`src/rtl/fifo_bist.sv`:
```
// fifo_bist: single-clock FIFO self-test engine with an LFSR traffic generator and a scoreboard.
// Define FIFO_BIST_FLAG_CHECK_EN to also check full/empty against tracked occupancy in mode 0.
module fifo_bist #(
  parameter int          DWIDTH = 8,
  parameter int          DEPTH  = 16,
  parameter int          NWORDS = 64,
  parameter int          CNTW   = 16,
  parameter int          RDLAT  = 1,
  parameter logic [31:0] SEED   = 32'h1
) (
  input  logic              clk,
  input  logic              reset,
  input  logic              start,
  input  logic [1:0]        mode,
  output logic              push,
  output logic [DWIDTH-1:0] wdata,
  input  logic              full,
  output logic              pop,
  input  logic [DWIDTH-1:0] rdata,
  input  logic              empty,
  output logic              busy,
  output logic              done,
  output logic              pass,
  output logic [CNTW-1:0]   err_count,
  output logic [CNTW-1:0]   wr_count,
  output logic [CNTW-1:0]   rd_count
);

  localparam logic [31:0]     SEED_EFF   = (SEED == 32'h0) ? 32'h1 : SEED;
  localparam logic [31:0]     THR_SEED   = (~SEED_EFF == 32'h0) ? 32'h1 : ~SEED_EFF;
  localparam logic [CNTW-1:0] NW         = CNTW'(NWORDS);
  localparam logic [2:0]      FLUSH_LAST = 3'((RDLAT == 0) ? 0 : RDLAT - 1);

  typedef enum logic [2:0] {IDLE, FILL, DRAIN, STREAM, FLUSH, DONE} state_t;

  state_t          state_q;
  logic [1:0]      mode_q;
  logic [31:0]     wrLfsr_q, expLfsr_q, thrLfsr_q;
  logic [CNTW-1:0] wrCnt_q, rdCnt_q, rdIss_q, errCnt_q;
  logic [2:0]      flushCnt_q;
  logic            busy_q, done_q, pass_q;

  logic            wrAcc, rdAcc, cmpValid, mismatch, flagErr, throttle;
  logic [CNTW-1:0] wrNext, rdIssNext, errNext;
  logic [1:0]      errInc;
  logic [CNTW:0]   errSum;

  function automatic logic [31:0] lfsrNext(input logic [31:0] s);
    return {s[30:0], s[31] ^ s[21] ^ s[1] ^ s[0]};
  endfunction

  // Strobes are combinational so a flag change is honoured in the same cycle.
  assign throttle = (mode_q == 2'd2);
  assign push = (state_q == FILL || state_q == STREAM) && !full && (wrCnt_q < NW) &&
                (!throttle || thrLfsr_q[0]);
  assign pop  = (state_q == DRAIN || state_q == STREAM) && !empty && (rdIss_q < NW) &&
                (!throttle || thrLfsr_q[1]);
  assign wdata = push ? wrLfsr_q[DWIDTH-1:0] : '0;
  assign wrAcc = push;
  assign rdAcc = pop;

  generate
    if (RDLAT == 0) begin : gNoLat
      assign cmpValid = rdAcc;
    end else begin : gLat
      logic [RDLAT-1:0] vld_q;
      always_ff @(posedge clk or posedge reset) begin
        if (reset) vld_q <= '0;
        else       vld_q <= RDLAT'({vld_q, rdAcc});
      end
      assign cmpValid = vld_q[RDLAT-1];
    end
  endgenerate

  assign mismatch  = cmpValid && (rdata != expLfsr_q[DWIDTH-1:0]);
  assign wrNext    = wrCnt_q + CNTW'(wrAcc);
  assign rdIssNext = rdIss_q + CNTW'(rdAcc);

`ifdef FIFO_BIST_FLAG_CHECK_EN
  localparam int OCCW = $clog2(DEPTH + 1) + 1;
  logic [OCCW-1:0] occ_q, occNext;
  assign occNext = occ_q + OCCW'(wrAcc) - OCCW'(rdAcc);
  assign flagErr = (state_q == FILL || state_q == DRAIN) &&
                   ((full != (occ_q == OCCW'(DEPTH))) || (empty != (occ_q == '0)));
`else
  assign flagErr = 1'b0;
`endif

  // A data mismatch and a flag error can land in the same cycle, so the sum saturates.
  assign errInc  = {1'b0, mismatch} + {1'b0, flagErr};
  assign errSum  = {1'b0, errCnt_q} + (CNTW+1)'(errInc);
  assign errNext = errSum[CNTW] ? '1 : errSum[CNTW-1:0];

  always_ff @(posedge clk or posedge reset) begin
    if (reset) begin
      state_q    <= IDLE;
      mode_q     <= 2'd0;
      wrLfsr_q   <= SEED_EFF;
      expLfsr_q  <= SEED_EFF;
      thrLfsr_q  <= THR_SEED;
      wrCnt_q    <= '0;
      rdCnt_q    <= '0;
      rdIss_q    <= '0;
      errCnt_q   <= '0;
      flushCnt_q <= '0;
      busy_q     <= 1'b0;
      done_q     <= 1'b0;
      pass_q     <= 1'b0;
`ifdef FIFO_BIST_FLAG_CHECK_EN
      occ_q      <= '0;
`endif
    end else begin
      thrLfsr_q <= lfsrNext(thrLfsr_q);
      if (wrAcc) begin
        wrLfsr_q <= lfsrNext(wrLfsr_q);
        wrCnt_q  <= wrNext;
      end
      if (rdAcc) rdIss_q <= rdIssNext;
      if (cmpValid) begin
        expLfsr_q <= lfsrNext(expLfsr_q);
        rdCnt_q   <= rdCnt_q + CNTW'(1);
      end
      errCnt_q <= errNext;
`ifdef FIFO_BIST_FLAG_CHECK_EN
      occ_q <= occNext;
`endif
      case (state_q)
        IDLE, DONE: begin
          if (start) begin
            state_q    <= (mode == 2'd0) ? FILL : STREAM;
            mode_q     <= mode;
            wrLfsr_q   <= SEED_EFF;
            expLfsr_q  <= SEED_EFF;
            wrCnt_q    <= '0;
            rdCnt_q    <= '0;
            rdIss_q    <= '0;
            errCnt_q   <= '0;
            flushCnt_q <= '0;
            busy_q     <= 1'b1;
            done_q     <= 1'b0;
            pass_q     <= 1'b0;
`ifdef FIFO_BIST_FLAG_CHECK_EN
            occ_q      <= '0;
`endif
          end
        end
        FILL:   if (full || wrNext == NW) state_q <= DRAIN;
        DRAIN: begin
          if (rdIssNext == NW)             state_q <= FLUSH;
          else if (empty && wrCnt_q < NW) state_q <= FILL;
        end
        STREAM: if (rdIssNext == NW) state_q <= FLUSH;
        FLUSH: begin
          // The last compare happens in the final FLUSH cycle and is folded into pass.
          if (flushCnt_q == FLUSH_LAST) begin
            state_q <= DONE;
            busy_q  <= 1'b0;
            done_q  <= 1'b1;
            pass_q  <= (errNext == '0);
          end else begin
            flushCnt_q <= flushCnt_q + 3'd1;
          end
        end
        default: state_q <= IDLE;
      endcase
    end
  end

  assign busy      = busy_q;
  assign done      = done_q;
  assign pass      = pass_q;
  assign err_count = errCnt_q;
  assign wr_count  = wrCnt_q;
  assign rd_count  = rdCnt_q;

endmodule

```
`config.mk`:
```
export PLATFORM = sky130hd
export DESIGN_NAME = fifo_bist
export DESIGN_NICKNAME = d
export VERILOG_FILES = /design/src/rtl/fifo_bist.sv
export SDC_FILE = /design/constraint.sdc
export NUM_CORES = 1
export LEC_CHECK = 0
export ABC_AREA = 1
export BUFFER_PORTS_ARGS = -buffer_cell sky130_fd_sc_hd__clkbuf_2
export CORE_MARGIN = 1
export CORE_UTILIZATION = 64
export CTS_CLUSTER_DIAMETER = 60
export DETAILED_ROUTE_END_ITERATION = 16
export PLACE_DENSITY = 0.85
export SYNTH_ARGS = -nofsm -noshare
export SYNTH_HDL_FRONTEND = slang
export SYNTH_SLANG_ARGS = --single-unit
```
`constraint.sdc`:
```
create_clock -name clk -period 9.82 [get_ports clk]
set_clock_uncertainty 0.15 [all_clocks]
set_input_delay 0.982 -clock clk [delete_from_list [all_inputs] [get_ports clk]]
set_output_delay 0.982 -clock clk [all_outputs]
set_load 0.01 [all_outputs]
```
### Yosys cells after proc, flatten, opt, wreduce, memory -nomap -nowiden

Index checks and enable logic that the tools add are counted.

* word-level logic and storage cells: 109
* register bits: 172

* equality and inequality tests: 15
* mux-type cells: 38
* reductions and logical operators: 26
* add/subtract/negate cells: 5
* $lt $le $gt $ge: 2
* bitwise logic cells: 9

Operators by type and width (number)
* $mux 16: 12
* $mux 32: 6
* $add 16x1->16: 2
* $eq 16x7->1 const B: 2
* $lt 16x7->1 const B: 2
* $mux 3: 8
* $add 16x1->17: 1
* $add 16x1->16 const B: 1
* $logic_not 16->1: 1
* $pmux 3 s5: 1
* $xor 1x1->1: 9
* $logic_and 1x1->1: 8
* $mux 8: 1
* $ne 8x8->1: 1
* $eq 3x2->1 const B: 2
* $eq 3x3->1 const B: 2
* $logic_not 3->1: 2
* $ne 2x2->1 const B: 3
* $pmux 1 s2: 3
* $pmux 3 s2: 1
* $reduce_and 3->1: 2
* $logic_or 1x1->1: 5
* $mux 1: 5
* $reduce_and 5->1: 1
* other kinds (11): 14

### Longest topological paths before layout

* depth in word-level cells: 10
* mapped depth: 24

### Worst setup path after synthesis

Ideal clock, no wire load.

* kind: input-to-reg
* start point: in full
* end point: reg state_q[1]
* library setup time: 117 ps
* data arrival time: 3130 ps
* data required time: 9553 ps
* cell stages on the path: 20
* path slack: 6424 ps
* cells stage by stage: nor2_1 -> inv_1 -> a31oi_1 -> nand2_1 -> inv_1 -> clkbuf_1 -> ha_1 -> nand2_2 -> nor2_4 -> nand2_2 -> nor2_2 -> nand2_1 -> nand2_1 -> nand2_1 -> nor2_1 -> nand2_1 -> o21ai_0 -> nand3_1 -> nand2_1 -> nand2_1

* cells in the longest elaborated chain, start to end: 9

RTL lines
* from (decl): line 17 `input logic full,`
* $logic_not 1->1: line 54 `assign push = (state_q == FILL || state_q == STREAM) && !full && (wrCnt_q < NW) &&`
* $logic_and 1x1->1 (3 in series): line 54
* net push: line 15 `output logic push,`
* $add 16x1->16: line 76 `assign wrNext = wrCnt_q + CNTW'(wrAcc);`
* $eq 16x7->1: line 147 `FILL: if (full || wrNext == NW) state_q <= DRAIN;`
* $logic_or 1x1->1: line 147
* $ne 2x1->1 (no source line)
* $reduce_and 5->1 (no source line)
* to (signal assigned): line 130 `state_q <= (mode == 2'd0) ? FILL : STREAM;`
* to (decl): line 36 `state_t state_q;`

The timed path passes the listed nets, and every way through them passes these cells.
A chain may end at the register's enable or synchronous reset.

### Worst setup path after layout

* start point: reg wrCnt_q[12] (netlist: wr_count[12])
* end point: reg state_q[0]

* cells in the longest elaborated chain, start to end: 8
* elaborated cells on any way between the ends: 10
* classes of those cells: add/sub (1); order compare (1); eq/ne (3); reduce/logical (5)

RTL lines
* from (decl): line 39 `logic [CNTW-1:0] wrCnt_q, rdCnt_q, rdIss_q, errCnt_q;`
* from (signal assigned): line 116 `wrCnt_q <= wrNext;`
* $lt 16x7->1: line 54, 150
* $logic_and 1x1->1 (2 in series): line 54
* $add 16x1->16: line 76
* $eq 16x7->1: line 147
* $logic_or 1x1->1: line 147
* $ne 2x1->1 (no source line)
* $reduce_and 5->1 (no source line) (*)

Every way passes the cells marked *; elsewhere a longest branch is shown, timed or not.

==> flow_metrics.tcl <==
set metrics [dict create \
    status "finished clean" \
    cts_tree "yes" \
    post-cts-setup-buffers 0 \
    critPathLaunch "wr_count[12]$_DFF_PP0_" \
    gr-total-overflow 0 \
    die-area_um2 12900 \
    grt_pass1_wl_um 30400 \
    setup-tns-final_ps 0 \
    hpwl_um 11500 \
    drv_slew 0 \
    netlist_area_um2 7990 \
    die_w_um 114 \
    cts_htree_levels 4 \
    fmax_mhz 259 \
    nets 1039 \
    worstSetupPathType "register to register" \
    antenna_found_initial 0 \
    ys_seq_area_frac 0.544 \
    synth_top_area_cell "dfrtp_1" \
    wl_per_cell_um 15.3 \
    synth.distinct_cells 35 \
    row_count 40 \
    core_area_um2 12100 \
    cp-start-kind "register" \
    setup_viol 0 \
    cpMaxStageDelayCell "nor4_1" \
    worstPathRequired_ps 9990 \
    fillCellCount 872 \
    track_usage 0.303 \
    syn_nets 968 \
    ys_top_cells_by_area "dfrtp_1 (44%), dfstp_2 (11%), nand2_1 (9.0%)" \
    crit_path_end_kind "register" \
    final_cells 1196 \
    wl_um 18200 \
    power-per-cell-area_nw_per_um2 228 \
    timing.final.crit_share 0.393 \
    ioPinCount 76 \
    diodes 0 \
    tightest_slew_ps 1020 \
    hold_buffers 0 \
    whs_ps 207 \
    cts_max_path_buffers 2 \
    gp_congestion 0.932 \
    cellLeakagePower_nw 4.32 \
    postSynthRegisterBits 172 \
    max-cap-violations 0 \
    irDropWorstVdd_uv 171 \
    cts.clk_slew.worst_paths_ps 60 \
    grt_max_degree 90 \
    slew_headroom 0.319 \
    grt_pass1_vias 6375 \
    areaGrowthSynthToFinish_pct 13.7 \
    clk_latency_ps 430 \
    drc 0 \
    drtIter0Drc 596 \
    drive_gt1_frac 0.167 \
    synth_edf_count 0 \
    dr.pass1.iters 5 \
    slowest_delay_ps 440 \
    synth_top_area_frac 0.435 \
    hold_viol 0 \
    ys.flop_type "dfrtp_1" \
    fin_crit_ps 3860 \
    ctsResizeCount 0 \
    clock-sinks 172 \
    path_common_cell "nand2_1" \
    async_flop_share 1.00 \
    syn_area_per_cell_um2 8.47 \
    cts_buffers 17 \
    synthCells 944 \
    start_util 0.660 \
    yosysWarnings 0 \
    dr_total_vias 6688 \
    rsz0062_at_grt "no" \
    worstReg2RegStart "wr_count[12]$_DFF_PP0_" \
    path_cells "inv_1 -> nand4_1 -> nor4_1 -> nand2_1 -> buf_4 -> inv_1 -> buf_4 -> ha_1 -> nand2_2 -> nor2_4 -> nand2_2 -> nand2_1 -> nand2_1 -> inv_1 -> nand2_1 -> nor2_1 -> nand3_1 -> o21ai_0 -> nand3_1 -> nand2_1 -> nand2_1" \
    vias_per_cell 5.59 \
    cts_root_buf "clkbuf_16" \
    worstPathArrival_ps 4030 \
    cp_max_fo 47 \
    hp-class "register to register" \
    placed_cells 1164 \
    port_buffers 75 \
    drtAntennaViolNets 0 \
    dieHeight_um 114 \
    hp-start "thrLfsr_q[11]$_DFF_PP1_" \
]
per-stage QoR:
stage	util	power (mW)	instance area, µm²	setup WS (ps)
after floorplan	-	1.27	7990	4080
after global placement	0.702	1.39	8500	5920
after detailed placement	0.702	1.41	8500	5880
after CTS	0.751	2.08	9090	6050
after global routing	0.751	2.19	9090	5740
final	0.751	2.08	9090	5960
per-layer routing:
| layer | vias to the layer above | share of wire | track usage |
|---|---|---|---|
| met4 | 0 | 0.024 | 0.138 |
| met3 | 36 | 0.039 | 0.0452 |
| li1 | 3196 | - | - |
| met2 | 216 | 0.50 | 0.493 |
| met1 | 3240 | 0.44 | 0.408 |
| met5 | - | 0 | 0 |
worst max-delay path, delay by kind of cell, from the launching register on:
family	cells	cell delay, ps
buffers and inverters	5	870
and+or+nand+nor	14	1770
DFF	1	400
adders and majority gates	1	290
AOI/OAI and AO/OA	1	250
power breakdown:
part	total, mW	leakage (nW)	internal [mW]	switching (mW)
sequential	0.837	2.24	0.785	0.0523
clock	0.662	0.282	0.378	0.284
combinational	0.577	1.80	0.160	0.416
state kept, by name, summed over array words and instances (netlist names):
register	flops
pass	1
wr_count	16
done	1
flushCnt_q	3
rd_count	16
cmpValid	1
mode_q	2
wrLfsr_q	32
state_q	3
expLfsr_q	32
rdIss_q	16
busy	1
err_count	16
thrLfsr_q	32
cell usage after synthesis (all sizes together) (2+ instances only):
library cell	instances
a21oi	95
dfrtp	139
nand2	196
nand3b	2
nor2	142
nor4	6
buf	15
nand4	17
o21ai	49
xor2	24
clkbuf	14
nor3	12
dfstp	33
ha	9
inv	107
or2	2
xnor2	8
nand3	50
a211oi	15
a31oi	2
path summary, 6_finish.rpt:
| check | endpoint | slack [ps] | depth (start not counted) |
|---|---|---|---|
| setup / recovery | state_q[0]$_DFFE_PP0P_ | 5960 | 21 |
| hold / removal | thrLfsr_q[12]$_DFF_PP1_ | 210 | 0 |
| setup reg to reg | state_q[0]$_DFFE_PP0P_ | 5960 | 21 |
| hold reg to reg | thrLfsr_q[12]$_DFF_PP1_ | 210 | 0 |
| max in group asynchronous | done$_DFFE_PP0P_ | 7460 | 3 |
| min in group asynchronous | rd_count[14]$_DFF_PP0_ | 540 | 2 |
area by class of cell:
type | count | area (µm²) | share of cell area
Clock buffer | 21 | 480 | 0.0528
Clock inverter | 11 | 110 | 0.0121
Inverter | 107 | 407 | 0.0447
Multi-Input combinational cell | 636 | 3120 | 0.343
Sequential cell | 172 | 4350 | 0.478
Tap cell | 168 | 210 | 0.0231
Timing Repair Buffer | 81 | 420 | 0.0462
cells by family after synthesis:
logic type | count (synthesis) | synth area share
AND/OR/NAND/NOR | 430 | 0.231
flip-flops | 172 | 0.544
XOR/XNOR | 32 | 0.0351
buffers and inverters | 136 | 0.0668
adder cells (fa/ha/maj) | 9 | 0.0141
AO/OA/AOI/OAI | 165 | 0.110
cell usage in the layout (no fill, tap or decap), types with 17 or more instances in the layout:
| cell | Yosys | layout |
|---|---|---|
| nand2_1 | 192 | 192 |
| dfrtp_1 | 139 | 139 |
| clkbuf_2 | 0 | 75 |
| inv_1 | 106 | 105 |
| o21ai_0 | 44 | 44 |
| a21oi_1 | 95 | 95 |
| clkbuf_16 | 0 | 17 |
| dfstp_2 | 33 | 33 |
| nand4_1 | 17 | 17 |
| nand3_1 | 48 | 48 |
| nor2_1 | 127 | 127 |
| xor2_1 | 24 | 24 |
Note: power is estimated with default switching activity, not from simulation.
